--- config.mk ---
export PLATFORM = sky130hd
export DESIGN_NAME = verbus_arbiter_flat
export DESIGN_NICKNAME = d
export VERILOG_FILES = /design/src/rtl/verbus_arbiter_pkg.sv /design/src/rtl/verbus_arbiter_if.sv /design/src/rtl/verbus_watchdog.sv /design/src/rtl/verbus_arbiter.sv /design/src/flat_wrapper.sv
export SDC_FILE = /design/constraint.sdc
export NUM_CORES = 1
export LEC_CHECK = 0
export ABC_CLOCK_PERIOD_IN_PS = 2500
export CORE_AREA = 2 2 105 107
export DETAILED_ROUTE_END_ITERATION = 12
export DIE_AREA = 0 0 107 109
export DONT_BUFFER_PORTS = 1
export SLEW_MARGIN = 15
export SYNTH_ARGS = -nofsm -noshare
export SYNTH_HDL_FRONTEND = slang
export SYNTH_SLANG_ARGS = --single-unit
--- constraint.sdc ---
create_clock -name clk -period 2.5 [get_ports clk]
set_input_delay 0.25 -clock clk [delete_from_list [all_inputs] [get_ports clk]]
set_output_delay 0.25 -clock clk [all_outputs]
set_load 0.02 [all_outputs]
--- src/rtl/verbus_arbiter_pkg.sv ---
// rtl/verbus_arbiter_pkg.sv - shared types and constants for the I/D memory arbiter
package verbus_arbiter_pkg;

  typedef logic [31:0] word_t;
  typedef logic [3:0]  wstrobe_t;

  typedef enum logic [1:0] {ARB_IDLE, ARB_INSTR, ARB_DATA} arb_state_t;

  localparam wstrobe_t WSTROBE_NONE = 4'b0000;
  localparam word_t    WORD_ZERO    = 32'h0000_0000;

endpackage

--- src/rtl/verbus_arbiter_if.sv ---
// rtl/verbus_arbiter_if.sv - instruction, data and memory-slave handshake bundle
interface verbus_arbiter_if;
  import verbus_arbiter_pkg::*;

  logic     i_valid;
  word_t    i_address;
  logic     i_ready;
  word_t    i_rdata;

  logic     d_valid;
  word_t    d_address;
  wstrobe_t d_wstrobe;
  word_t    d_wdata;
  logic     d_ready;
  word_t    d_rdata;

  logic     m_valid;
  word_t    m_address;
  wstrobe_t m_wstrobe;
  word_t    m_wdata;
  logic     m_ready;
  word_t    m_rdata;

  // slave: the arbiter's view; master: the cores plus memory around it
  modport slave (
    input  i_valid, i_address, d_valid, d_address, d_wstrobe, d_wdata, m_ready, m_rdata,
    output i_ready, i_rdata, d_ready, d_rdata, m_valid, m_address, m_wstrobe, m_wdata
  );

  modport master (
    output i_valid, i_address, d_valid, d_address, d_wstrobe, d_wdata, m_ready, m_rdata,
    input  i_ready, i_rdata, d_ready, d_rdata, m_valid, m_address, m_wstrobe, m_wdata
  );

endinterface

--- src/rtl/verbus_watchdog.sv ---
// rtl/verbus_watchdog.sv - bus watchdog: counts stalled busy cycles, flags an abort
module verbus_watchdog #(
  parameter int TIMEOUT   = 64,
  parameter int CNT_WIDTH = 8
) (
  input  logic clk,
  input  logic reset,
  input  logic start,
  input  logic busy,
  input  logic done,
  output logic expired
);

  localparam logic [CNT_WIDTH-1:0] LIMIT   = CNT_WIDTH'(TIMEOUT - 1);
  localparam logic [CNT_WIDTH-1:0] CNT_MAX = {CNT_WIDTH{1'b1}};
  localparam logic [CNT_WIDTH-1:0] CNT_ONE = {{(CNT_WIDTH-1){1'b0}}, 1'b1};

  logic [CNT_WIDTH-1:0] count;

  // Saturates rather than wraps so a disabled watchdog never aliases back to LIMIT
  always_ff @(posedge clk or posedge reset) begin
    if (reset) begin
      count <= '0;
    end else if (start) begin
      count <= '0;
    end else if (busy && !done && (count != CNT_MAX)) begin
      count <= count + CNT_ONE;
    end
  end

  assign expired = (TIMEOUT != 0) && busy && !done && (count == LIMIT);

endmodule

--- src/rtl/verbus_arbiter.sv ---
// rtl/verbus_arbiter.sv - shares one memory slave between instruction and data masters
module verbus_arbiter
  import verbus_arbiter_pkg::*;
#(
  parameter int TIMEOUT   = 64,
  parameter int CNT_WIDTH = 8
) (
  input  logic              clk,
  input  logic              reset,
  verbus_arbiter_if.slave   bus,
  input  logic              err_clear,
  output logic              err_timeout
);

  arb_state_t state;
  arb_state_t state_next;
  logic       expired;
  logic       complete;
  logic       wd_start;

  assign complete = bus.m_ready || expired;
  // No state is ever re-entered directly, so any change into a grant is a fresh transfer
  assign wd_start = (state_next != state) && (state_next != ARB_IDLE);

  verbus_watchdog #(
    .TIMEOUT   (TIMEOUT),
    .CNT_WIDTH (CNT_WIDTH)
  ) u_watchdog (
    .clk     (clk),
    .reset   (reset),
    .start   (wd_start),
    .busy    (state != ARB_IDLE),
    .done    (bus.m_ready),
    .expired (expired)
  );

  always_ff @(posedge clk or posedge reset) begin
    if (reset) begin
      state <= ARB_IDLE;
    end else begin
      state <= state_next;
    end
  end

  always_ff @(posedge clk or posedge reset) begin
    if (reset) begin
      err_timeout <= 1'b0;
    end else if (expired) begin
      err_timeout <= 1'b1;
    end else if (err_clear) begin
      err_timeout <= 1'b0;
    end
  end

  always_comb begin
    state_next    = state;
    bus.m_valid   = 1'b0;
    bus.m_address = WORD_ZERO;
    bus.m_wstrobe = WSTROBE_NONE;
    bus.m_wdata   = WORD_ZERO;
    bus.i_ready   = 1'b0;
    bus.i_rdata   = WORD_ZERO;
    bus.d_ready   = 1'b0;
    bus.d_rdata   = WORD_ZERO;
    unique case (state)
      ARB_IDLE: begin
        // Data wins a tie: a pending load/store stalls the whole pipeline
        if (bus.d_valid) begin
          state_next = ARB_DATA;
        end else if (bus.i_valid) begin
          state_next = ARB_INSTR;
        end
      end
      ARB_INSTR: begin
        bus.m_valid   = 1'b1;
        bus.m_address = bus.i_address;
        if (complete) begin
          bus.i_ready = 1'b1;
          bus.i_rdata = bus.m_ready ? bus.m_rdata : WORD_ZERO;
          state_next  = bus.d_valid ? ARB_DATA : ARB_IDLE;
        end
      end
      ARB_DATA: begin
        bus.m_valid   = 1'b1;
        bus.m_address = bus.d_address;
        bus.m_wstrobe = bus.d_wstrobe;
        bus.m_wdata   = bus.d_wdata;
        if (complete) begin
          bus.d_ready = 1'b1;
          bus.d_rdata = bus.m_ready ? bus.m_rdata : WORD_ZERO;
          state_next  = bus.i_valid ? ARB_INSTR : ARB_IDLE;
        end
      end
      default: begin
        state_next = ARB_IDLE;
      end
    endcase
  end

endmodule
--- src/flat_wrapper.sv ---
// flat-port wrapper written by rule: the top's interface ports become plain ports
module verbus_arbiter_flat import verbus_arbiter_pkg::*;
#(
  parameter int TIMEOUT   = 64,
  parameter int CNT_WIDTH = 8
)
  (clk, reset, err_clear, err_timeout, bus_i_valid, bus_i_address, bus_d_valid, bus_d_address, bus_d_wstrobe, bus_d_wdata, bus_m_ready, bus_m_rdata, bus_i_ready, bus_i_rdata, bus_d_ready, bus_d_rdata, bus_m_valid, bus_m_address, bus_m_wstrobe, bus_m_wdata);
  verbus_arbiter_if bus_i ();
  input  logic clk;
  input  logic reset;
  input  logic err_clear;
  output logic err_timeout;
  input wire logic [$bits(bus_i.i_valid)-1:0] bus_i_valid;
  input wire logic [$bits(bus_i.i_address)-1:0] bus_i_address;
  input wire logic [$bits(bus_i.d_valid)-1:0] bus_d_valid;
  input wire logic [$bits(bus_i.d_address)-1:0] bus_d_address;
  input wire logic [$bits(bus_i.d_wstrobe)-1:0] bus_d_wstrobe;
  input wire logic [$bits(bus_i.d_wdata)-1:0] bus_d_wdata;
  input wire logic [$bits(bus_i.m_ready)-1:0] bus_m_ready;
  input wire logic [$bits(bus_i.m_rdata)-1:0] bus_m_rdata;
  output wire logic [$bits(bus_i.i_ready)-1:0] bus_i_ready;
  output wire logic [$bits(bus_i.i_rdata)-1:0] bus_i_rdata;
  output wire logic [$bits(bus_i.d_ready)-1:0] bus_d_ready;
  output wire logic [$bits(bus_i.d_rdata)-1:0] bus_d_rdata;
  output wire logic [$bits(bus_i.m_valid)-1:0] bus_m_valid;
  output wire logic [$bits(bus_i.m_address)-1:0] bus_m_address;
  output wire logic [$bits(bus_i.m_wstrobe)-1:0] bus_m_wstrobe;
  output wire logic [$bits(bus_i.m_wdata)-1:0] bus_m_wdata;
  assign bus_i.i_valid = bus_i_valid;
  assign bus_i.i_address = bus_i_address;
  assign bus_i.d_valid = bus_d_valid;
  assign bus_i.d_address = bus_d_address;
  assign bus_i.d_wstrobe = bus_d_wstrobe;
  assign bus_i.d_wdata = bus_d_wdata;
  assign bus_i.m_ready = bus_m_ready;
  assign bus_i.m_rdata = bus_m_rdata;
  assign bus_i_ready = bus_i.i_ready;
  assign bus_i_rdata = bus_i.i_rdata;
  assign bus_d_ready = bus_i.d_ready;
  assign bus_d_rdata = bus_i.d_rdata;
  assign bus_m_valid = bus_i.m_valid;
  assign bus_m_address = bus_i.m_address;
  assign bus_m_wstrobe = bus_i.m_wstrobe;
  assign bus_m_wdata = bus_i.m_wdata;
  verbus_arbiter #(.TIMEOUT(TIMEOUT), .CNT_WIDTH(CNT_WIDTH)) u_core (.clk(clk), .reset(reset), .bus(bus_i), .err_clear(err_clear), .err_timeout(err_timeout));
endmodule
==> run_results.csv <==
group,metric,value,unit
floorplanning,die_x,107,um
timing,setup_viol,0,
logic_synthesis,synth_top_cell_area_share,19.7,%
timing,fmax,442,MHz
outcome,status,"finished, final reports clean",
drt,routed_wl,7970,um
logic_synthesis,synth_edf_count,0,
final_layout,final_nets,408,
grt,antenna_found_initial,3,
setup_path,cp.buffers_inverters,2,
run,drv_cap,0,
floorplanning,die-height,109,um
setup_path,cp_top_family,"buffers and inverters",
clock_tree,clk_latency,240,ps
timing,period_minus_slack,2260,ps
timing,finalSetupTns,0,ps
setup_path,path_cells,"inv_1 > ha_2 > buf_4 > a22oi_1 > nor2b_1",
pwr,ir_drop,577,uV
grt,grt_pass1_wl,9830,um
logic_synthesis,syn_nets,422,
min_path,min_path_type,"input port to flip-flop",
setup_path,cp-end-kind,"output port",
clock_tree,path_clk_slew,50,ps
timing,rsz0062_at_grt,"false",
final_layout,drive_above_1_share,9.85,%
logic_synthesis,ys.warnings.count,0,
floorplanning,initial_core_util,19.2,%
timing,skew,3.42,ps
logic_synthesis,ys_seq_area_share,13.5,%
timing,hold_viol_final,0,
logic_synthesis,synthCells,279,
drt,drtPass1Iterations,5,
setup_path,slowest_delay,440,ps
grt,track_usage,11.1,%
final_layout,syn2layout_area_growth,9.66,%
logic_synthesis,synth_cell_types,41,
logic_synthesis,synth_flop_cell,"dfrtp_1",
drt,drt_iter0_markers,160,
setup_path,crit_fanout,53,
drt,via_per_inst,5.44,
clock_tree,cts_root_buf,"clkbuf_8",
timing,relSlewSlack,69.8,%
placed_design,gp_congestion,0.826,
logic_synthesis,async_flop_share,100,%
placed_design,io_buffers,0,
logic_synthesis,ys_seq_elements,11,
clock_tree,post_cts_buffers,0,
final_layout,fillCellCount,1175,
floorplanning,fp-row-count,38,
floorplanning,core_area,0.0106,mm2
pwr,power_density,1170,mW/mm2
timing,maxSlewViolCount,0,
drt,post-route-drc-count,0,
pwr,p_leak,0.981,nW
setup_path,cp.required,2250,ps
timing,finalCritPeriodShare,90.5,%
grt,grt_max_degree,69,
clock_tree,clockBufferDepth,2,
drt,routedWlPerCell,19.5,um
setup_path,cp.arrival,2010,ps
timing,tightest_slew,453,ps
final_layout,final_core_util,21.0,%
logic_synthesis,syn_avg_cell_area,7.29,um2
grt,first_global_vias,1777,
setup_path,slowest_stage,"dfrtp_1",
clock_tree,clkSinkCount,11,
drt,ant_nets,0,
clock_tree,cts_made_buffers,3,
setup_path,crit_path_start_kind,"flip-flop",
grt,overflow,0,
placed_design,hpwl,6550,um
floorplanning,dieArea,0.0117,mm2
logic_synthesis,synth_area_leaders,"and3_1 20%, dfrtp_1 14%, a22oi_1 12%",
drt,num_vias,2221,
floorplanning,io_pins,274,
logic_synthesis,synth.largest_area_cell,"and3_1",
setup_path,critPathKind,"flip-flop to output port",
clock_tree,cts-htree-levels,1,
clock_tree,cts_tree,"done",
logic_synthesis,mappedNetlistArea,0.00203,mm2
synthesized netlist by cell type, drive strengths merged (2+ instances only):
library cell,instances
a211oi,7
a21oi,2
a22oi,32
a41oi,2
and2,36
and2b,2
and3,64
and4,2
buf,4
clkbuf,25
dfrtp,11
ha,5
inv,5
nand2,10
nand3,4
nor2,4
nor2b,36
nor3,2
o21a,3
o21ai,4
xnor2,4
xor2,2
cell usage in the layout (no fill, tap or decap), drive strengths merged:
cell         instances
nor2                 4
ha                   5
a211o                1
a211oi               7
and3                64
clkbuf               4
mux2i                1
and4                 2
a22oi               32
and2b                2
nor3b                1
inv                  5
and2                36
xnor2                4
a32o                 1
a21oi                2
o32ai                1
nand2               10
a221oi               1
nand4                1
a41oi                2
a31oi                1
or2                  1
diode                4
nor3                 2
dlygate4sd3          1
or3                  1
o21ai                4
xor2                 2
nand3                4
dfrtp               11
o21a                 3
or2b                 1
buf                  9
a41o                 1
a21o                 1
nor2b               36
worst paths after layout:
path | startpoint | slack (ps) | cells past startpoint | endpoint
max in group asynchronous | reset | 1770 | 2 | u_core.state[0]
worst min-delay path | err_clear | 110 | 1 | u_core.err_timeout
worst min register to register | u_core.u_watchdog.count[5] | 580 | 2 | u_core.u_watchdog.count[5]
min in group asynchronous | reset | 440 | 2 | u_core.u_watchdog.count[4]
worst max register to register | u_core.state[0] | 390 | 7 | u_core.u_watchdog.count[7]
worst max-delay path | u_core.state[0] | 240 | 5 | bus_m_address[11]
stage by stage:
stage / hold WS (ps) / total power, W / cell area [um2] / cells / setup WS, ps
final: 112 / 0.00260 / 2230 / 408 / 239
after global routing: 117 / 0.00278 / 2230 / 407 / 147
after CTS: 113 / 0.00261 / 2220 / 404 / 264
after detailed placement: 152 / 0.00242 / 2160 / 399 / 416
after global placement: 141 / 0.00237 / 2160 / 399 / 498
after floorplan: 102 / 0.00207 / 2030 / 279 / 511
metal layers:
metal / global-route usage, % / part of all wire, %
met5: 0 / 0
met4: 2.13 / 0.34
met3: 6.34 / 13
met2: 18.5 / 49
met1: 12.6 / 38
cell type report:
class	count	area (um2)	share of cell area, %
Inverter	5	18.8	0.842
Multi-Input combinational cell	234	1630	73.0
Antenna cell	4	10.0	0.449
Tap cell	140	175	7.86
Clock buffer	4	45.0	2.02
Sequential cell	11	275	12.3
Timing Repair Buffer	10	77.6	3.48
cells by family (layout without fill, tap and decap cells):
logic type      count (synthesis)  count (layout)  synth area share [%]
mux                             1               1                 0.492
simple gates                  165             165                  50.3
compound gates                 57              57                  23.3
other cells                     0               4                     0
fa+ha+maj                       5               5                  3.08
buf+inv                        34              19                  6.65
flops                          11              11                  13.5
xor+xnor                        6               6                  2.58
flip-flops by register name (all words and copies together) (netlist names):
| register | count |
|---|---|
| u_core.err_timeout | 1 |
| u_core.state | 2 |
| u_core.u_watchdog.count | 8 |
where the power goes:
group	switching, W	internal [W]	leakage [nW]
Sequential	0.0000371	0.000208	0.150
Combinational	0.00154	0.000632	0.808
Clock	0.0000682	0.000112	0.0228
what timing repair did:
item,in CTS,in global routing
endpoints found under the hold margin,11,0
hold buffers,1,0
resized for setup,0,0
endpoints found under the setup margin,0,0
Note: power is estimated with default switching activity, not from simulation.
